File: src/rtl/bird_physics.sv
// bird_physics -- vertical-motion engine for the player bird.
//
// Tracks the bird height and signed velocity. Both advance once per frame
// tick, using gravity, a flap impulse and a terminal fall speed. A
// three-state life cycle (IDLE, FLYING, DEAD) gates the physics.
//
// Ports:
//   clk       in   clock
//   reset     in   synchronous, active-high reset
//   tick      in   one-cycle frame strobe; physics advances only on it
//   flap      in   debounced button level; a rising edge requests an impulse
//   collision in   pipe-hit indication; kills the bird while FLYING
//   height    out  current height (unsigned, HEIGHT_W bits)
//   velocity  out  current velocity (two's complement, VEL_W bits)
//   state     out  00 IDLE, 01 FLYING, 10 DEAD
//   dead      out  high while state is DEAD
//
// Optional feature macro: BIRD_PHYSICS_CEILING_KILL_EN
//   When defined, reaching the ceiling kills the bird, just like a floor hit.
//   When undefined (the default), the ceiling only clamps the height.

module bird_physics #(
   parameter int HEIGHT_W     = 9,
   parameter int VEL_W        = 6,
   parameter int START_HEIGHT = 240,
   parameter int MIN_HEIGHT   = 0,
   parameter int MAX_HEIGHT   = 500,
   parameter int FLAP_VEL     = 6,
   parameter int GRAVITY      = 1,
   parameter int MAX_FALL     = 8
) (
   input  logic                       clk,
   input  logic                       reset,
   input  logic                       tick,
   input  logic                       flap,
   input  logic                       collision,
   output logic [HEIGHT_W-1:0]        height,
   output logic signed [VEL_W-1:0]    velocity,
   output logic [1:0]                 state,
   output logic                       dead
);

   // One extra velocity bit absorbs v - GRAVITY before saturation.
   // Two extra height bits (sign + carry) make h + v' wrap-free.
   localparam int VW = VEL_W + 1;
   localparam int HW = HEIGHT_W + 2;

   localparam logic signed [VW-1:0]    GRAV     = VW'(GRAVITY);
   localparam logic signed [VW-1:0]    FALL_LIM = VW'(-MAX_FALL);
   localparam logic signed [VEL_W-1:0] FLAP_V   = VEL_W'(FLAP_VEL);
   localparam logic signed [HW-1:0]    MAX_H_S  = HW'(MAX_HEIGHT);
   localparam logic signed [HW-1:0]    MIN_H_S  = HW'(MIN_HEIGHT);
   localparam logic [HEIGHT_W-1:0]     MAX_H    = HEIGHT_W'(MAX_HEIGHT);
   localparam logic [HEIGHT_W-1:0]     MIN_H    = HEIGHT_W'(MIN_HEIGHT);
   localparam logic [HEIGHT_W-1:0]     START_H  = HEIGHT_W'(START_HEIGHT);

   typedef enum logic [1:0] {
      IDLE   = 2'b00,
      FLYING = 2'b01,
      DEAD   = 2'b10
   } state_t;

   // Gravity step with saturation at the terminal fall speed.
   function automatic logic signed [VEL_W-1:0] fall_sat(
      input logic signed [VEL_W-1:0] v
   );
      logic signed [VW-1:0] dec;
      dec = $signed({v[VEL_W-1], v}) - GRAV;
      if (dec < FALL_LIM)
         return FALL_LIM[VEL_W-1:0];
      return dec[VEL_W-1:0];
   endfunction

   // Sign-extended height + velocity in the wide signed domain.
   function automatic logic signed [HW-1:0] height_add(
      input logic [HEIGHT_W-1:0]     h,
      input logic signed [VEL_W-1:0] v
   );
      return $signed({2'b00, h}) + $signed({{(HW-VEL_W){v[VEL_W-1]}}, v});
   endfunction

   state_t                     st, st_nxt;
   logic                       flap_p1;
   logic                       flap_rise;
   logic                       flap_pend, pend_nxt;
   logic [HEIGHT_W-1:0]        h_nxt;
   logic signed [VEL_W-1:0]    v_nxt;
   logic signed [VEL_W-1:0]    v_cand;
   logic signed [HW-1:0]       h_sum;

   // ---- stage p1: registered copy of the button for edge detection ----
   // Left out of reset on purpose: a button held through reset must not
   // look like a fresh press afterwards.
   always_ff @(posedge clk) begin
      flap_p1 <= flap;
   end

   assign flap_rise = flap & ~flap_p1;

   // A press arriving in the same cycle as the tick counts for that tick.
   assign v_cand = (flap_pend | flap_rise) ? FLAP_V : fall_sat(velocity);
   assign h_sum  = height_add(height, v_cand);

   always_comb begin
      st_nxt   = st;
      h_nxt    = height;
      v_nxt    = velocity;
      pend_nxt = flap_pend;
      case (st)
         IDLE: begin
            h_nxt = START_H;
            v_nxt = '0;
            if (flap_rise) begin
               st_nxt   = FLYING;
               pend_nxt = 1'b1;
            end
         end
         FLYING: begin
            // Collision freezes the bird and wins over a simultaneous tick.
            if (collision) begin
               st_nxt = DEAD;
            end else if (tick) begin
               pend_nxt = 1'b0;
               if (h_sum >= MAX_H_S) begin
                  h_nxt = MAX_H;
                  v_nxt = '0;
`ifdef BIRD_PHYSICS_CEILING_KILL_EN
                  st_nxt = DEAD;
`else
                  st_nxt = FLYING;
`endif
               end else if (h_sum <= MIN_H_S) begin
                  h_nxt  = MIN_H;
                  v_nxt  = '0;
                  st_nxt = DEAD;
               end else begin
                  h_nxt = h_sum[HEIGHT_W-1:0];
                  v_nxt = v_cand;
               end
            end else if (flap_rise) begin
               pend_nxt = 1'b1;
            end
         end
         DEAD: begin
            pend_nxt = 1'b0;
         end
         default: begin
            st_nxt   = IDLE;
            h_nxt    = START_H;
            v_nxt    = '0;
            pend_nxt = 1'b0;
         end
      endcase
   end

   // ---- stage p1: architectural state ----
   always_ff @(posedge clk) begin
      if (reset) begin
         st        <= IDLE;
         flap_pend <= 1'b0;
         height    <= START_H;
         velocity  <= '0;
         dead      <= 1'b0;
      end else begin
         st        <= st_nxt;
         flap_pend <= pend_nxt;
         height    <= h_nxt;
         velocity  <= v_nxt;
         dead      <= (st_nxt == DEAD);
      end
   end

   assign state = st;

endmodule
File: config.mk
export PLATFORM = sky130hd
export DESIGN_NAME = bird_physics
export DESIGN_NICKNAME = d
export VERILOG_FILES = /design/src/rtl/bird_physics.sv
export SDC_FILE = /design/constraint.sdc
export NUM_CORES = 1
export LEC_CHECK = 0
export ABC_AREA = 1
export BUFFER_PORTS_ARGS = -buffer_cell sky130_fd_sc_hd__buf_2
export CORE_MARGIN = 2
export CORE_UTILIZATION = 58
export CTS_CLUSTER_SIZE = 40
export DETAILED_ROUTE_END_ITERATION = 10
export GPL_TIMING_DRIVEN = 0
export PLACE_DENSITY = 0.91
export REMOVE_ABC_BUFFERS = 1
export SYNTH_ARGS = -nofsm -noshare
export SYNTH_HDL_FRONTEND = slang
export SYNTH_SLANG_ARGS = --single-unit
export TNS_END_PERCENT = 20
File: constraint.sdc
create_clock -name clk -period 8.05 [get_ports clk]
set_input_delay 0.4025 -clock clk [delete_from_list [all_inputs] [get_ports clk]]
set_output_delay 0.4025 -clock clk [all_outputs]
set_load 0.005 [all_outputs]
==> results of run 1 <==
[layer usage]
metal  wire (um)  vias to the layer above  global-route usage
li1            -                     1051                   -
met3         279                        9             0.02772
met4          66                        0              0.1087
met2        2216                       71              0.4562
met5           0                        -                   0
met1        2045                      932              0.3451
[worst paths after layout]
check | start | cells after the start | end
setup / recovery | velocity[0] | 27 | height[2]
hold / removal | flap | 1 | flap_p1
setup reg to reg | velocity[0] | 27 | height[2]
hold reg to reg | velocity[0] | 2 | velocity[0]
[worst max-delay path: cells and delay by family (launching register included)]
family          cells  cell delay, ps
compound gates      1             140
buf+inv             5             410
fa+ha+maj           3             850
simple gates       18            1850
flops               1             340
[power groups by stage]
stage | Clock [uW] | Combinational [uW] | Sequential (uW)
global route | 86.6 | 249 | 111
CTS | 84.4 | 219 | 111
finish | 83.6 | 222 | 111
detailed placement | 0 | 217 | 113
floorplan | 0 | 170 | 112
global placement | 0 | 209 | 113
[layout make-up]
cell class	count	area, um2	area share
Sequential cell	20	400.4	0.1935
Tap cell	44	55.05	0.02660
Timing Repair Buffer	22	110.1	0.05320
Clock inverter	1	30.03	0.01451
Multi-Input combinational cell	241	1256	0.6070
Clock buffer	3	22.52	0.01088
Inverter	52	195.2	0.09432
[stage by stage]
step	setup slack, ps	total power [uW]	utilization	std cells	hold slack [ps]
global placement	4644	322.0	0.6607	379	466.2
floorplan	4995	282.6	-	313	430.2
detailed placement	4479	330.1	0.6607	379	477.5
CTS	4422	414.2	0.6779	383	189.2
global route	3945	447.2	0.6779	383	184.4
finish	4353	416.1	0.6779	383	192.5
[registers in the layout (all words and copies together) (netlist names)]
| register | flops |
|---|---|
| velocity | 6 |
| state | 2 |
| height | 9 |
| dead | 1 |
| flap_pend | 1 |
| flap_p1 | 1 |
[cell usage in the layout, fill, tap and decap left out, types with 2 or more instances in the layout]
master / synthesis / routed
nand2_1: 92 / 92
inv_1: 44 / 44
nor2_1: 40 / 40
nand3_1: 28 / 28
buf_2: 0 / 22
a21oi_1: 21 / 21
dfxtp_1: 20 / 20
ha_1: 11 / 11
nand4_1: 9 / 9
inv_2: 8 / 8
nand2_2: 8 / 8
nor2_2: 7 / 7
nand3_2: 6 / 6
o21ai_1: 4 / 4
xor2_1: 3 / 3
clkbuf_4: 0 / 3
o21ai_0: 2 / 2
nand2_4: 2 / 2
[cells by family after synthesis]
family / count (synthesis) / share of synthesized area
AO/OA/AOI/OAI: 31 / 0.09547
XOR/XNOR: 3 / 0.01402
adder cells (fa/ha/maj): 12 / 0.08411
buffers and inverters: 56 / 0.1162
flip-flops: 20 / 0.2136
AND/OR/NAND/NOR: 195 / 0.4766
==> qor.csv, run 1 <==
metric,value,unit
worst skew pair latency,310,ps
mean routed wirelength per cell,12.03,um
die extent in x,60.85,um
crit path capture type,flip-flop,
synth-to-layout area growth,10.41,%
number of hold buffers added after cts,0,
crit path launch type,flip-flop,
final hold vios,0,
CP peak stage delay,390,ps
H-tree Lvls,1,
post-synth top area cell,dfxtp_1,
cts bufs inserted,3,
vias in the first global route,1874,
Sw Pwr,188.6,uW
# fillers,283,
Register-to-Register Setup Slack,4350,ps
GP Congestion,0.9122,
"Reg clk slew, reported paths",120,ps
area of the mapped netlist,1874,um2
CTS resizes,0,
Worst-Margin Slew,304.0,ps
CP max FO,10,
Yosys warning total,0,
core area,3053,um2
worst min path class,primary input to flip-flop,
Final Cycle Share,0.4593,
Starting Density,0.6139,
part of the power in combinational logic,0.533,
Remaining DRCs,0,
Crit Path Class,flip-flop to flip-flop,
# clock sinks,20,
pwr/cell area,201.0,nW/um2
fin nets,357,
max_cap viols,0,
dpl hpwl,3.706,mm
CTS Buffer Depth,2,
"Arr. time, crit path",3930,ps
fmax,0.2705,GHz
setup bufs post-CTS,0,
DR iter-0 viols,112,
GRT overflow,0,
max-slew violation count,0,
ys flop type,dfxtp_1,
share of layout cells above drive strength 1,0.1799,
"most used cell, CP",nand2_1,
Die Y-Extent,60.85,um
Antenna Nets Post-Route,0,
Cell variety after synth,27,
Placement Cell Area,2017,um2
initial antenna violation count,0,
number of synthesized flops with an enable pin,0,
drt total wl,4.608,mm
Synth top area share,0.2136,
total die area,3702,um2
Tot GR Track Use,0.2675,
Critical Path RT,8280,ps
synth cell count leaders,"nand2_1 (92), inv_1 (44), nor2_1 (40)",
outcome,finished clean,
Sw Ratio,0.4534,
final-report setup violation count,0,
most frequent cell after synthesis,nand2_1,
RSZ-0062 raised after global routing,no,
Power Internal,227.4,uW
Finished Cell Area,2069,um2
IO Port Bufs,22,
syn_area_per_cell,5.913,um2
slowest CP cell,fa_1,
I/O pin total,23,
Post-Syn Instances,317,
asr flop ratio synth,0,
minimum clock period,3697,ps
Seq pwr share,0.266,
Via Count,2063,
vias per cell,5.386,
largest net degree at the start of global routing,19,
Peak VDD IR,0.1599,mV
drt first pass iters,4,
Worst Skew,0.9888,ps
Leak,0.001133,uW
Antenna Cells,0,
CTS tree,done,
Slew HR,0.7921,
CTS root buf,clkbuf_4,
sequential element share of the synthesized area,0.2136,
site row count,20,
Setup TNS,0,ps
Area contributors post-synth,"dfxtp_1 (21%), nand2_1 (18%), inv_1 (8.8%)",
Clk pwr share,0.201,
global-route wire length before repair,7.507,mm
synthesized flop and latch total,20,
Power figures use the tool's default switching activity.
==> inputs of run 2 (changes only) <==
==> constraint.sdc (replaced) <==
create_clock -name clk -period 3.7 [get_ports clk]
set_input_delay 0.185 -clock clk [delete_from_list [all_inputs] [get_ports clk]]
set_output_delay 0.185 -clock clk [all_outputs]
set_load 0.005 [all_outputs]
==> qor.csv, run 2 (synthesis results as in run 1) <==
metric,value,unit,change
Peak VDD IR,0.3330,mV,+110%
RSZ-0062 raised after global routing,no,,
I/O pin total,23,,unchanged
fin nets,361,,+1.1%
Slew HR,0.7920,,about the same
# clock sinks,20,,unchanged
"most common cell after layout, fill and taps aside",nand2_1,,
CP peak stage delay,380,ps,about the same
Buf/Inv on CP,4,,-1
GRT overflow,0,,unchanged
Worst-Margin Slew,304.1,ps,+0.06211 ps
crit path capture type,flip-flop,,
Via Count,2168,,+5.1%
Biggest register,height,,
largest net degree at the start of global routing,19,,unchanged
"commonest cells after routing, fill and taps aside","nand2_1 (90), inv_1 (42), nor2_1 (39)",,
final-report setup violation count,0,,unchanged
drt total wl,5.050,mm,+9.6%
Clk pwr share,0.193,,-0.008
Worst Skew,4.859,ps,+3.870 ps
vias in the first global route,1885,,+0.59%
Final Hold Slack,151.7,ps,-40.85 ps
"most used cell, CP",nand2_1,,
cts bufs inserted,3,,unchanged
"Arr. time, crit path",3700,ps,-230 ps
total die area,3702,um2,unchanged
GP Congestion,0.9122,,unchanged
CP max FO,5,,-5
minimum clock period,3493,ps,-204.2 ps
register area,400.4,um2,unchanged
Antenna Cells,0,,unchanged
Power Internal,509.3,uW,+120%
CP top delay family,simple AND/OR/NAND/NOR gates,,
Multi-input gate area,1319,um2,+5.0%
Final Cycle Share,0.9440,,+0.4848
final hold vios,0,,unchanged
crit path launch type,flip-flop,,
CTS tree,done,,
Sw Pwr,442.5,uW,+130%
IO Port Bufs,22,,unchanged
outcome,finished clean,,
share of layout cells above drive strength 1,0.2187,,+0.03872
Tot GR Track Use,0.2684,,+0.0008772
max-slew violation count,0,,unchanged
core area,3053,um2,unchanged
synth-to-layout area growth,15.09,%,
DR iter-0 viols,142,,+27%
global-route wire length before repair,7.521,mm,+0.19%
Setup TNS,0,ps,unchanged
H-tree Lvls,1,,unchanged
die extent in x,60.85,um,unchanged
Crit Path Class,flip-flop to flip-flop,,
Seq pwr share,0.254,,-0.012
"Reg clk slew, reported paths",120,ps,about the same
vias per cell,5.602,,+4.0%
CTS root buf,clkbuf_4,,
part of the power in combinational logic,0.554,,+0.021
worst min path class,primary input to flip-flop,,
Antenna Nets Post-Route,0,,unchanged
Sw Ratio,0.4649,,+0.01153
max reg flops,9,,unchanged
mean routed wirelength per cell,13.05,um,+8.5%
pwr/cell area,441.3,nW/um2,+120%
drt first pass iters,5,,+1
Leak,0.001144,uW,+0.91%
worst skew pair latency,320,ps,about the same
max_cap viols,0,,unchanged
Starting Density,0.6139,,unchanged
# fillers,265,,-6.4%
dpl hpwl,3.706,mm,unchanged
Critical Path RT,3900,ps,-4380 ps
slowest CP cell,dfxtp_1,,
fmax,0.2863,GHz,+5.8%
Remaining DRCs,0,,unchanged
CTS Buffer Depth,2,,unchanged
Die Y-Extent,60.85,um,unchanged
site row count,20,,unchanged
initial antenna violation count,0,,unchanged
run 2: layer usage:
layer | vias to the layer above | share of wire | GRT usage
met5 | - | 0 | 0
met4 | 0 | 0.021 | 0.1087
li1 | 1060 | - | -
met1 | 985 | 0.42 | 0.3438
met2 | 110 | 0.49 | 0.4608
met3 | 13 | 0.075 | 0.02772
run 2: metrics by stage:
step	util	area (um2)	power, uW	cells	setup slack [ps]
after CTS	0.6811	2079	901.9	384	71.87
after global routing	0.7066	2157	1012	387	19.61
after global placement	0.6607	2017	700.6	379	294.2
after floorplan	-	1852	614.9	313	645.1
final	0.7066	2157	951.9	387	207.1
after detailed placement	0.6607	2017	718.1	379	129.3
run 2: timing repair:
action	in CTS	in global routing
setup endpoints to repair	0	18
hold buffers	1	0
resized for setup	0	15
endpoints found under the hold margin	1	0
setup buffers	0	2
run 2: layout make-up:
cell class,count,share of cell area
Timing Repair Buffer,25,0.06265
Clock inverter,1,0.01392
Inverter,52,0.09049
Multi-Input combinational cell,242,0.6114
Tap cell,44,0.02552
Clock buffer,3,0.01044
Sequential cell,20,0.1856
run 2: final timing paths:
path / cells after the start / endpoint / startpoint / slack, ps
hold reg to reg: 2 / velocity[5] / velocity[5] / 500
setup reg to reg: 26 / velocity[1] / velocity[0] / 210
hold / removal: 4 / state[0] / collision / 150
setup / recovery: 26 / velocity[1] / velocity[0] / 210
run 2: worst reg2reg max path, delay by kind of cell (launching register included):
kind	cells	cell delay, ps
flip-flops	1	380
AO/OA/AOI/OAI	1	80
AND/OR/NAND/NOR	18	1880
buffers and inverters	4	320
adder cells (fa/ha/maj)	3	700
run 2: power groups by stage:
stage          Combinational [uW]  Sequential (uW)  Clock (uW)
2_1_floorplan                 370              244           0
3_3_place_gp                  455              245           0
3_5_place_dp                  472              246           0
4_1_cts                       477              241         184
5_1_grt                       580              243         189
6_report                      527              241         183
